File: config.mk
export PLATFORM = sky130hd
export DESIGN_NAME = pipe_skid_stage_flat
export DESIGN_NICKNAME = d
export VERILOG_FILES = /design/src/rtl/pipe_skid_stage_if.sv /design/src/rtl/pipe_skid_stage.sv /design/src/flat_wrapper.sv
export SDC_FILE = /design/constraint.sdc
export NUM_CORES = 1
export LEC_CHECK = 0
export ABC_CLOCK_PERIOD_IN_PS = 1400
export BUFFER_PORTS_ARGS = -buffer_cell sky130_fd_sc_hd__buf_2
export CORE_MARGIN = 1.5
export CORE_UTILIZATION = 46
export DETAILED_ROUTE_END_ITERATION = 10
export MAX_ROUTING_LAYER = met4
export PLACE_DENSITY = 0.74
export SETUP_SLACK_MARGIN = 0.3
export SYNTH_ARGS = -nofsm -noshare
export SYNTH_HDL_FRONTEND = slang
export SYNTH_SLANG_ARGS = --single-unit
File: constraint.sdc
create_clock -name clock -period 1.4 [get_ports clock]
set_input_delay 0.28 -clock clock [delete_from_list [all_inputs] [get_ports clock]]
set_output_delay 0.28 -clock clock [all_outputs]
set_load 0.005 [all_outputs]
File: src/rtl/pipe_skid_stage_if.sv
// Valid/ready stream bundle for pipe_skid_stage.
// master drives valid/data and samples ready; slave samples valid/data and drives ready.
interface pipe_skid_stage_if #(
   parameter int unsigned WIDTH = 32
);
   logic             valid;
   logic             ready;
   logic [WIDTH-1:0] data;

   modport master (output valid, output data, input ready);
   modport slave  (input valid, input data, output ready);
endinterface

File: src/rtl/pipe_skid_stage.sv
// Elastic pipeline stage: 2-entry skid buffer between pipeline stages.
// All outputs decode registered state only, so no combinational valid or ready path crosses the stage.
// Optional feature: define PIPE_SKID_FLUSH_EN to add a synchronous flush input.
// up = upstream side (stage is the slave), dn = downstream side (stage is the master).
module pipe_skid_stage #(
   parameter int unsigned WIDTH = 32
) (
   input  logic              clock,
   input  logic              reset,
`ifdef PIPE_SKID_FLUSH_EN
   input  logic              flush,
`endif
   pipe_skid_stage_if.slave  up,
   pipe_skid_stage_if.master dn,
   output logic [1:0]        occupancy
);

   typedef enum logic [1:0] {
      EMPTY = 2'd0,
      BUSY  = 2'd1,
      FULL  = 2'd2
   } state_t;

   state_t           state_q, state_d;
   logic [WIDTH-1:0] main_q, skid_q;
   logic             ld_main_in, ld_main_skid, ld_skid;
   logic             fin, fout, flush_act;

`ifdef PIPE_SKID_FLUSH_EN
   assign flush_act = flush;
`else
   assign flush_act = 1'b0;
`endif

   assign up.ready = (state_q != FULL);
   assign dn.valid = (state_q != EMPTY);
   assign dn.data  = main_q;

   assign fin  = up.valid & up.ready;
   assign fout = dn.valid & dn.ready;

   // Occupancy decoded from state.
   always_comb begin
      occupancy = 2'd0;
      case (state_q)
         BUSY:    occupancy = 2'd1;
         FULL:    occupancy = 2'd2;
         default: occupancy = 2'd0;
      endcase
   end

   // Next state and data-register load selects.
   always_comb begin
      state_d      = state_q;
      ld_main_in   = 1'b0;
      ld_main_skid = 1'b0;
      ld_skid      = 1'b0;
      if (flush_act) begin
         // Coincident accept is dropped; a coincident pop needs no action.
         state_d = EMPTY;
      end else begin
         case (state_q)
            EMPTY: begin
               if (fin) begin
                  state_d    = BUSY;
                  ld_main_in = 1'b1;
               end
            end
            BUSY: begin
               if (fin && fout) begin
                  ld_main_in = 1'b1;
               end else if (fin) begin
                  state_d = FULL;
                  ld_skid = 1'b1;
               end else if (fout) begin
                  state_d = EMPTY;
               end
            end
            FULL: begin
               if (fout) begin
                  state_d      = BUSY;
                  ld_main_skid = 1'b1;
               end
            end
            default: state_d = EMPTY;
         endcase
      end
   end

   // State and data registers; reset clears everything, flush only the state.
   always_ff @(posedge clock) begin
      if (reset) begin
         state_q <= EMPTY;
         main_q  <= '0;
         skid_q  <= '0;
      end else begin
         state_q <= state_d;
         if (ld_main_in)   main_q <= up.data;
         if (ld_main_skid) main_q <= skid_q;
         if (ld_skid)      skid_q <= up.data;
      end
   end

endmodule

File: src/flat_wrapper.sv
// flat-port wrapper written by rule: the top's interface ports become plain ports
module pipe_skid_stage_flat 
#(
   parameter int unsigned WIDTH = 32
)
  (clock, reset, occupancy, up_valid, up_data, up_ready, dn_valid, dn_data, dn_ready);
  pipe_skid_stage_if #(.WIDTH(WIDTH)) up_i ();
  pipe_skid_stage_if #(.WIDTH(WIDTH)) dn_i ();
  input  logic clock;
  input  logic reset;
  output logic [1:0] occupancy;
  input wire logic [$bits(up_i.valid)-1:0] up_valid;
  input wire logic [$bits(up_i.data)-1:0] up_data;
  output wire logic [$bits(up_i.ready)-1:0] up_ready;
  output wire logic [$bits(dn_i.valid)-1:0] dn_valid;
  output wire logic [$bits(dn_i.data)-1:0] dn_data;
  input wire logic [$bits(dn_i.ready)-1:0] dn_ready;
  assign up_i.valid = up_valid;
  assign up_i.data = up_data;
  assign up_ready = up_i.ready;
  assign dn_valid = dn_i.valid;
  assign dn_data = dn_i.data;
  assign dn_i.ready = dn_ready;
  pipe_skid_stage #(.WIDTH(WIDTH)) u_core (.clock(clock), .reset(reset), .up(up_i), .dn(dn_i), .occupancy(occupancy));
endmodule
==> metrics.md, run 1 <==
| Metric | Value |
|---|---|
| Status | finished with violations |
| Failing checks | negative setup slack |
| IO Pins | 72 |
| Worst Path Required | 1120 ps |
| Worst Skew | 8.68 ps |
| Synth area leaders | dfxtp_1 (53%), a221o_1 (13%), nand2_1 (9.8%), a21oi_1 (7.1%), and2_1 (6.8%) |
| Post-Route WL | 6.53 mm |
| Final hold vios | 0 |
| RSZ-0062 raised after global routing | true |
| H-tree depth | 3 |
| Slew HR | 78.3% |
| CP startpoint | u_core.state_q[0]$_SDFFE_PP0P_ |
| Leading area contributor after synthesis | dfxtp_1 |
| Clock Sinks | 66 |
| Synth Cell Area | 2480 µm² |
| Highest achievable clock rate | 0.697 GHz |
| Crit share post-route | 103% |
| FF-to-FF setup slack | -40 ps |
| Clock buffer count from CTS | 9 |
| Nature of the critical path startpoint | register |
| Number of port buffers | 71 |
| Reg-to-Reg Start | u_core.state_q[0]$_SDFFE_PP0P_ |
| Tot Pwr | 3970 µW |
| Detailed-router iteration count before antenna repair | 4 |
| Placed inst area | 3030 µm² |
| Slew @ Worst Pin | 326 ps |
| Pwr Density | 1080 nW/µm² |
| Crit path kind | reg -> out |
| WP data arrival | 1160 ps |
| Max-cap violations | 0 |
| Hold Path Class | in -> reg |
| Global-route wire length before repair | 10.3 mm |
| Layout cells sized above 1 | 52.6% |
| Initial antenna violation count | 0 |
| Core area | 5170 µm² |
| Library cells used by synthesis | 21 |
| Die Area | 5850 µm² |
| GRT Total Usage | 23.1% |
| Iter 0 DRT Violations | 138 |
| Sequential area share after synthesis | 53.2% |
| CTS tree | built |
| Vias/cell | 5.27 |
| Post-DRT Antenna Nets | 0 |
| Synth Register Bits | 66 |
| Die width | 76.5 µm |
| # DRC | 0 |
| Top-area cell type share of the netlist area | 53.2% |
| FF-to-FF path depth | 8 |
| CP Capture Type | output port |
| Leakage dissipation | 0.00165 µW |
| Final setup fails | 13 |
| WL per Instance | 15.2 µm |
| CP max FO | 5 |
| Grt ovf | 0 |
| Largest net degree at the start of global routing | 22 |
| Ys Warns | 0 |
| Worst setup margin | -35.1 ps |
| Fin. max-slew vios | 0 |
| # hold bufs at CTS | 0 |
| Clock-pin transition on the worst setup and hold timing paths | 70 ps |
| Root Buffer Master | clkbuf_8 |
| Layout area overhead | 48.6% |
| Placement row count | 26 |
| Post-Syn Instances | 267 |
| GPL Wtd Cong | 0.760 |
| Clock Latency Late Sink | 330 ps |
| DIE HEIGHT | 76.5 µm |
| Antenna Cells | 0 |
| Clock Tree Buf Depth | 2 |
| Final min period | 1440 ps |
| Net count after synthesis | 303 |
| Via count | 2259 |
| Critical path endpoint | dn_valid |
| Vias in the first global route | 2174 |
| Worst r2r dst | u_core.skid_q[8]$_SDFFE_PP0P_ |
| Initial Util | 48.0% |
| Post-route cell area | 3690 µm² |
| Nets | 391 |
| VDD IR max | 0.707 mV |
| DP HPWL | 3.79 mm |
| Syn_area_per_cell | 9.30 µm² |
-- layer usage --
layer / GRT usage [%] / vias to the layer above / wire (µm)
li1: - / 1103 / -
met1: 26.5 / 1092 / 2710
met2: 38.0 / 56 / 3500
met3: 6.95 / 8 / 244
met4: 8.52 / 0 / 67
met5: - / - / 0
-- state kept, by name, summed over array words and instances, names as in the netlist --
| register | flops |
|---|---|
| u_core.dn.data | 32 |
| u_core.skid_q | 32 |
| u_core.state_q | 2 |
-- cells in the mapped netlist, drive strengths merged --
cell type and number:
and4bb 1, a221oi 1, nor2b 4, nor4b 1
dfxtp 66, inv 1, buf 11, nor3 1
and3b 1, nand4bb 1, and2 32, nand2 65
nor4bb 1, a221o 32, clkbuf 12, or2 1
nand2b 1, a21oi 35
-- through the flow --
| step | util [%] | setup slack (ps) | hold slack (ps) | setup TNS, ps | cells |
|---|---|---|---|---|---|
| 6_report | 71.4 | -35.1 | 184 | -182 | 429 |
| 5_1_grt | 71.4 | -82.1 | 177 | -2030 | 429 |
| 4_1_cts | 68.0 | -23.1 | 175 | -23.1 | 428 |
| 3_5_place_dp | 58.5 | -60.0 | 442 | -2200 | 400 |
| 3_3_place_gp | 58.5 | -19.1 | 437 | -272 | 400 |
| 2_1_floorplan | - | 115 | 352 | 0 | 267 |
-- what timing repair did --
action / in CTS / in global routing
setup buffers: 8 / 1
pin swaps: 1 / 24
gates cloned: 5 / 0
endpoints found under the setup margin: 72 / 87
resized for setup: 54 / 56
-- where the power goes --
| part | switching (µW) | internal [µW] |
|---|---|---|
| Combinational | 240 | 261 |
| Sequential | 47.2 | 1970 |
| Clock | 666 | 785 |
| Total | 954 | 3010 |
-- layout make-up --
class                      count  area, µm²
clock buffer                  13        170
inverter                       1       3.75
fill                         392       1480
sequential                    66       1350
timing repair buffer         100        731
clock inverter                 2       10.0
tap                           70       87.6
multi-input combinational    177       1340
-- worst min-delay path by stage --
stage	start	endpoint	slack (ps)	cells after the start
finish	up_data[22]	u_core.dn.data[22]$_SDFFE_PP0P_	180	2
global route	up_data[12]	u_core.skid_q[12]$_SDFFE_PP0P_	180	3
CTS	up_data[22]	u_core.dn.data[22]$_SDFFE_PP0P_	170	2
detailed placement	u_core.skid_q[23]$_SDFFE_PP0P_	u_core.skid_q[23]$_SDFFE_PP0P_	440	2
global placement	u_core.skid_q[10]$_SDFFE_PP0P_	u_core.skid_q[10]$_SDFFE_PP0P_	440	2
floorplan	dn_ready	u_core.state_q[1]$_SDFFE_PP0P_	350	1
-- cell usage in the layout, fill, tap and decap left out --
master	Yosys	routed
buf_2	8	70
inv_1	1	1
and3b_2	0	1
buf_6	0	12
nor4bb_4	0	1
nor3_1	1	1
nand2_4	0	17
nand2_2	0	8
nor2b_1	3	1
nor4b_2	0	1
clkbuf_16	0	1
buf_8	0	1
a221oi_4	0	1
and2_0	5	5
nand2_1	65	40
and4bb_1	1	1
and2_1	27	27
nand4bb_1	1	1
buf_12	0	5
buf_16	0	2
buf_4	3	10
dfxtp_2	0	19
dfxtp_1	66	45
nand2b_4	0	1
a21oi_1	35	14
nor2b_2	1	1
clkbuf_8	0	10
clkbuf_1	12	2
or2_4	0	1
a21oi_2	0	21
clkinv_2	0	2
dfxtp_4	0	2
a221o_1	32	32
nor2b_4	0	2
-- cells by family (layout without fill, tap and decap cells) --
kind of cell	after synthesis	after routing	share of synthesized area (%)
compound gates	68	68	20.6
buf+inv	24	116	4.48
flops	66	66	53.2
simple gates	109	109	21.8
-- critical path, stage by stage, from the launching register on --
cell and delay, ps:
dfxtp_4 350, buf_6 130, or2_4 240, buf_6 110
No activity file was read; power rests on OpenSTA's default activity.
==> run 2: changes to the inputs <==
CELL_PAD_IN_SITES_DETAIL_PLACEMENT = 0   (was not set)
CELL_PAD_IN_SITES_GLOBAL_PLACEMENT = 1   (was not set)
CORE_UTILIZATION = 34   (was 46)
PLACE_DENSITY = 0.73   (was 0.74)
==> run 2 against run 1 <==
Compared with the run above: the run still ends with negative setup slack left; die area grew 34%; routed wire length grew 6.5%; global-route usage shrank 5.2 points; via count grew 1.9%; flip-flop and latch count is the same; non-clock buffer count grew 8; cell area grew 5.3%; first-iteration DRC count shrank 31%; clock power grew 7%; largest power group unchanged.
==> metrics.md, run 2 (synthesized netlist as in run 1, its figures left out) <==
| Metric | Value |
|---|---|
| Commonest non-fill, non-tap cell in the layout | buf_2 |
| Final min period | 1520 ps (+80.3 ps) |
| Die Area | 7830 µm² (+34%) |
| Clock-pin transition on the worst setup and hold timing paths | 70 ps (about the same) |
| DR WL met2 | 3.48 mm (-0.54%) |
| Slew HR | 70.5% (-7.8 points) |
| Reg-to-Reg Start | u_core.state_q[0]$_SDFFE_PP0P_ |
| Status | finished with violations |
| Layout cells sized above 1 | 56.4% (+3.8 points) |
| Met3 wire length | 259 µm (+6.1%) |
| CP max FO | 3 (-2) |
| Post-route cell area | 3890 µm² (+5.3%) |
| Cells on Worst Hold Path | 2 (unchanged) |
| Met1 Wirelength | 3.09 mm (+14%) |
| Hold Path End | u_core.dn.data[4]$_SDFFE_PP0P_ |
| Clock Latency Late Sink | 330 ps (about the same) |
| Nature of the critical path startpoint | register |
| Core area | 6940 µm² (+34%) |
| Hold Path Class | in -> reg |
| Fin. max-slew vios | 0 (unchanged) |
| CTS tree | built |
| Clock Tree Buf Depth | 2 (unchanged) |
| Grt ovf | 0 (unchanged) |
| Root Buffer Master | clkbuf_8 |
| Part of the power in registers | 49.1% (-1.7 points) |
| Worst setup margin | -115 ps (-80.3 ps) |
| Nets | 399 (+2.0%) |
| Worst Path Required | 1120 ps (about the same) |
| HP Start | up_data[4] |
| IO Pins | 72 (unchanged) |
| WP data arrival | 1240 ps (+80 ps) |
| Max-cap violations | 0 (unchanged) |
| Die width | 88.5 µm (+16%) |
| Placement row count | 30 (+15%) |
| # DRC | 0 (unchanged) |
| GPL Wtd Cong | 0.734 (-3.4%) |
| # hold bufs at CTS | 0 (unchanged) |
| Crit path kind | reg -> out |
| Placed insts | 430 (+7.5%) |
| Layout fillers | 616 (+57%) |
| Layout area overhead | 56.5% |
| Worst Skew | 7.45 ps (-1.22 ps) |
| Internal power | 3100 µW (+2.9%) |
| Detailed-router iteration count before antenna repair | 4 (unchanged) |
| Final setup fails | 68 (+55) |
| FF-to-FF setup slack | -80 ps (-40 ps) |
| Clock buffer count from CTS | 9 (unchanged) |
| P_sw | 997 µW (+4.6%) |
| RSZ-0062 raised after global routing | true |
| Post-DRT Antenna Nets | 0 (unchanged) |
| Via count | 2302 (+1.9%) |
| Final std cells w/o fill | 463 (+7.9%) |
| Sw Ratio | 24.3% (+0.29 points) |
| Number of port buffers | 71 (unchanged) |
| Top layer in use | met4 |
| DP HPWL | 3.86 mm (+1.8%) |
| WL per Instance | 15.0 µm (-1.3%) |
| Final hold vios | 0 (unchanged) |
| Comb power frac | 13.0% (+0.4 points) |
| Leakage dissipation | 0.00174 µW (+5.4%) |
| Pwr Density | 1050 nW/µm² (-1.9%) |
| FF-to-FF path depth | 6 (-2) |
| Initial antenna violation count | 0 (unchanged) |
| Vias/cell | 4.97 (-5.6%) |
| Clock Sinks | 66 (unchanged) |
| Global-route wire length before repair | 10.1 mm (-2.1%) |
| Commonest cells after routing, fill and taps aside | buf_2 (70), nand2_1 (41), dfxtp_1 (40), a221o_1 (32), and2_1 (27) |
| Failing checks | negative setup slack |
| Post-Route WL | 6.95 mm (+6.5%) |
| H-tree depth | 3 (unchanged) |
| Initial Util | 35.8% (-12 points) |
| CP Capture Type | output port |
| Final core utilization | 56.0% (-15 points) |
| Crit share post-route | 108% (+5.7 points) |
| Antenna Cells | 0 (unchanged) |
| Vias in the first global route | 2127 (-2.2%) |
| Worst r2r dst | u_core.dn.data[29]$_SDFFE_PP0P_ |
| Worst hold slack | 184 ps (-0.0220 ps) |
| Largest net degree at the start of global routing | 27 (+23%) |
| Highest achievable clock rate | 0.660 GHz (-5.3%) |
| Placed inst area | 3080 µm² (+1.8%) |
| Clk pwr share | 37.9% (+1.3 points) |
| DIE HEIGHT | 88.5 µm (+16%) |
| Iter 0 DRT Violations | 95 (-31%) |
| Slew @ Worst Pin | 443 ps (+117 ps) |
| GRT Total Usage | 17.9% (-5.2 points) |
| VDD IR max | 0.440 mV (-38%) |
==> run 2: routing by layer <==
layer  GRT usage, %  vias to the layer above
li1               -                     1127
met1           20.9                     1112
met2           28.9                       52
met3           4.85                       11
met4           7.95                        0
met5              -                        -
==> run 2: through the flow <==
| step | power, µW | worst slack, ps | setup TNS (ps) |
|---|---|---|---|
| after global placement | 2440 | -52.8 | -953 |
| after global routing | 4280 | -165 | -8560 |
| after CTS | 4040 | -115 | -2590 |
| after floorplan | 2240 | 115 | 0 |
| after detailed placement | 2440 | -59.8 | -1090 |
| final | 4100 | -115 | -3600 |
==> run 2: critical path, stage by stage (launching register included) <==
cell,delay (ps)
dfxtp_4,350
buf_6,110
buf_6,100
or2_4,220
buf_6,110
==> run 2: worst max-delay path by stage <==
stage,startpoint,end,slack [ps],cells past startpoint
floorplan,u_core.state_q[1]$_SDFFE_PP0P_,u_core.dn.data[0]$_SDFFE_PP0P_,120,5
global placement,dn_ready,u_core.dn.data[13]$_SDFFE_PP0P_,-50,5
detailed placement,dn_ready,u_core.dn.data[15]$_SDFFE_PP0P_,-60,5
CTS,u_core.state_q[0]$_SDFFE_PP0P_,dn_valid,-120,4
global route,u_core.state_q[0]$_SDFFE_PP0P_,u_core.dn.data[28]$_SDFFE_PP0P_,-160,6
finish,u_core.state_q[0]$_SDFFE_PP0P_,dn_valid,-120,4
==> run 2: power groups by stage <==
stage	registers, µW	clock network (µW)	logic [µW]
after floorplan	2050	0	190
after global placement	2050	0	388
after detailed placement	2050	0	391
after CTS	2010	1580	454
after global routing	2020	1680	576
final	2010	1550	531
==> run 2: layout make-up <==
type / count / area, µm² / share of cell area (%)
Clock buffer: 12 / 145 / 3.73
Clock inverter: 3 / 40.0 / 1.03
Inverter: 1 / 3.75 / 0.0966
Multi-Input combinational cell: 177 / 1390 / 35.6
Sequential cell: 66 / 1360 / 35.0
Tap cell: 96 / 120 / 3.09
Timing Repair Buffer: 108 / 835 / 21.5
==> run 2: timing repair <==
action                                  4_1_cts  5_1_grt
pin swaps                                     2       46
buffers inserted                              9        3
hold endpoints to repair                      0        0
endpoints found under the setup margin       70       93
resized for setup                            26      104
cloned                                        4        2
==> run 3: changes to the inputs <==
CORE_UTILIZATION = 23   (was 34)
PLACE_DENSITY = 0.53   (was 0.73)
==> run 3 against run 2 <==
Compared with the run above: the flow still finishes with violations (negative setup slack); clock power grew 30%; count of clock-buffer cells in the layout shrank 2; sequential share of layout area is 1.4 points lower; clock skew increased by 3.5 ps; combinational power is 2% lower; routed wire length increased by 11%; sequential power is essentially flat; die area up 46%; largest power group unchanged.
==> metrics.md, run 3 (synthesized netlist as in run 1, its figures left out) <==
| Metric | Value |
|---|---|
| Detailed-router iteration count before antenna repair | 6 (+2) |
| Hold Path Class | in -> reg |
| DIE HEIGHT | 107 µm (+21%) |
| Worst slack, placed | -76.9 ps (-17.1 ps) |
| CTS tree | built |
| Reg-to-Reg Start | u_core.state_q[1]$_SDFFE_PP0P_ |
| DP HPWL | 4.33 mm (+12%) |
| Pwr Density | 1120 nW/µm² (+5.9%) |
| Slew @ Worst Pin | 413 ps (-29.9 ps) |
| Initial Util | 23.8% (-12 points) |
| Post-Route WL | 7.72 mm (+11%) |
| Clock buffer count from CTS | 9 (unchanged) |
| WL per Instance | 15.3 µm (+2.0%) |
| CP max FO | 7 (+4) |
| Clock Sinks | 66 (unchanged) |
| Register area | 1370 µm² (+0.64%) |
| GRT Total Usage | 13.2% (-4.8 points) |
| Worst Skew | 10.9 ps (+3.49 ps) |
| Clk pwr share | 44.2% (+6.3 points) |
| Final min period | 1440 ps (-74.7 ps) |
| Clock-pin transition on the worst setup and hold timing paths | 80 ps (about the same) |
| Critical Path Slowest Stage Cell | dfxtp_4 |
| WP data arrival | 1160 ps (-80 ps) |
| CP Capture Type | output port |
| CP startpoint | u_core.state_q[0]$_SDFFE_PP0P_ |
| Iter 0 DRT Violations | 62 (-35%) |
| Layout fillers | 1053 (+71%) |
| P_sw | 1070 µW (+7.6%) |
| VDD IR max | 0.379 mV (-14%) |
| Internal power | 3480 µW (+12%) |
| Placed inst area | 3140 µm² (+1.9%) |
| HP Start | up_data[23] |
| Clock Latency Late Sink | 340 ps (about the same) |
| Grt ovf | 0 (unchanged) |
| H-tree depth | 3 (unchanged) |
| Worst setup margin | -40.7 ps (+74.7 ps) |
| Delay of the slowest critical-path stage | 360 ps (about the same) |
| Leakage dissipation | 0.00174 µW (+0.31%) |
| Highest achievable clock rate | 0.694 GHz (+5.2%) |
| Worst Path Required | 1120 ps (about the same) |
| Initial antenna violation count | 0 (unchanged) |
| RSZ-0062 raised after global routing | true |
| # hold bufs at CTS | 0 (unchanged) |
| Vias in the first global route | 2124 (-0.14%) |
| Placement row count | 37 (+23%) |
| Core area | 10400 µm² (+50%) |
| Crit path kind | reg -> out |
| Part of the power in registers | 44.4% (-4.7 points) |
| Status | finished with violations |
| Via count | 2308 (+0.26%) |
| Fin. max-slew vios | 0 (unchanged) |
| Post-DRT Antenna Nets | 0 (unchanged) |
| Comb power frac | 11.4% (-1.6 points) |
| Crit share post-route | 103% (-5.3 points) |
| Max-cap violations | 0 (unchanged) |
| IO Pins | 72 (unchanged) |
| Nature of the critical path startpoint | register |
| Die width | 107 µm (+21%) |
| Final setup fails | 30 (-56%) |
| Root Buffer Master | clkbuf_8 |
| Global-route wire length before repair | 11.1 mm (+10%) |
| Vias/cell | 4.58 (-7.9%) |
| # DRC | 0 (unchanged) |
| Layout area overhead | 64.3% |
| Sw Ratio | 23.5% (-0.77 points) |
| Clock Tree Buf Depth | 2 (unchanged) |
| Antenna Cells | 0 (unchanged) |
| Slew HR | 72.5% (+2.0 points) |
| Commonest cells after routing, fill and taps aside | buf_2 (65), nand2_1 (43), dfxtp_1 (33), a221o_1 (32), dfxtp_2 (31) |
| Die Area | 11400 µm² (+46%) |
| Crit path top cell by count | buf_6 |
| Commonest non-fill, non-tap cell in the layout | buf_2 |
| Final hold vios | 0 (unchanged) |
| Crit-path cells | buf_6 -> or2_4 -> buf_6 |
| Failing checks | negative setup slack |
| Multi-input gate area | 1400 µm² (+0.81%) |
| Post-route cell area | 4080 µm² (+5.0%) |
| Layout cells sized above 1 | 63.6% (+7.2 points) |
| GPL Wtd Cong | 0.725 (-1.3%) |
| Nets | 399 (unchanged) |
| Number of port buffers | 71 (unchanged) |
| Largest net degree at the start of global routing | 26 (-3.7%) |
run 3: worst max-delay path: cells and delay by family (launching register included):
kind,cells,cell delay [ps]
buffers and inverters,2,240
DFF,1,360
and+or+nand+nor,1,220
run 3: worst paths after layout:
path,to,slack (ps),cells after the start
worst max-delay path,dn_valid,-40,3
worst max register to register,u_core.dn.data[14]$_SDFFE_PP0P_,-40,5
worst min register to register,u_core.skid_q[8]$_SDFFE_PP0P_,450,2
worst min-delay path,u_core.dn.data[23]$_SDFFE_PP0P_,170,2
run 3: routing by layer:
| layer | wire length, µm | GRT usage [%] |
|---|---|---|
| met1 | 3520 | 16.0 |
| met2 | 3810 | 21.0 |
| met3 | 308 | 3.47 |
| met4 | 81 | 5.05 |
| met5 | 0 | - |
run 3: stage by stage:
step | TNS (ps) | hold slack (ps) | utilization [%] | cells | total power [µW]
2_1_floorplan | 0 | 352 | - | 267 | 2240
3_3_place_gp | -2380 | 437 | 30.2 | 468 | 2450
3_5_place_dp | -2850 | 442 | 30.2 | 468 | 2450
4_1_cts | -86.7 | 148 | 34.3 | 492 | 4540
5_1_grt | -2690 | 159 | 39.2 | 504 | 4780
6_report | -469 | 173 | 39.2 | 504 | 4560
run 3: power groups by stage:
stage | Combinational (µW) | Clock [µW] | Sequential (µW)
2_1_floorplan | 190 | 0 | 2050
3_3_place_gp | 400 | 0 | 2050
3_5_place_dp | 404 | 0 | 2050
4_1_cts | 440 | 2090 | 2010
5_1_grt | 565 | 2190 | 2030
6_report | 519 | 2020 | 2020
run 3: cell type report:
class                      count  share of cell area, %
timing repair buffer         108                   21.9
clock inverter                 6                   2.76
tap                          136                   4.17
inverter                       1                 0.0920
sequential                    66                   33.5
multi-input combinational    177                   34.2
clock buffer                  10                   3.37
run 3: repair_timing:
action                     4_1_cts  5_1_grt
pin swaps                        5       34
resized for setup               40      108
setup buffers                    5        6
setup endpoints to repair       79      100
gates cloned                     3        6
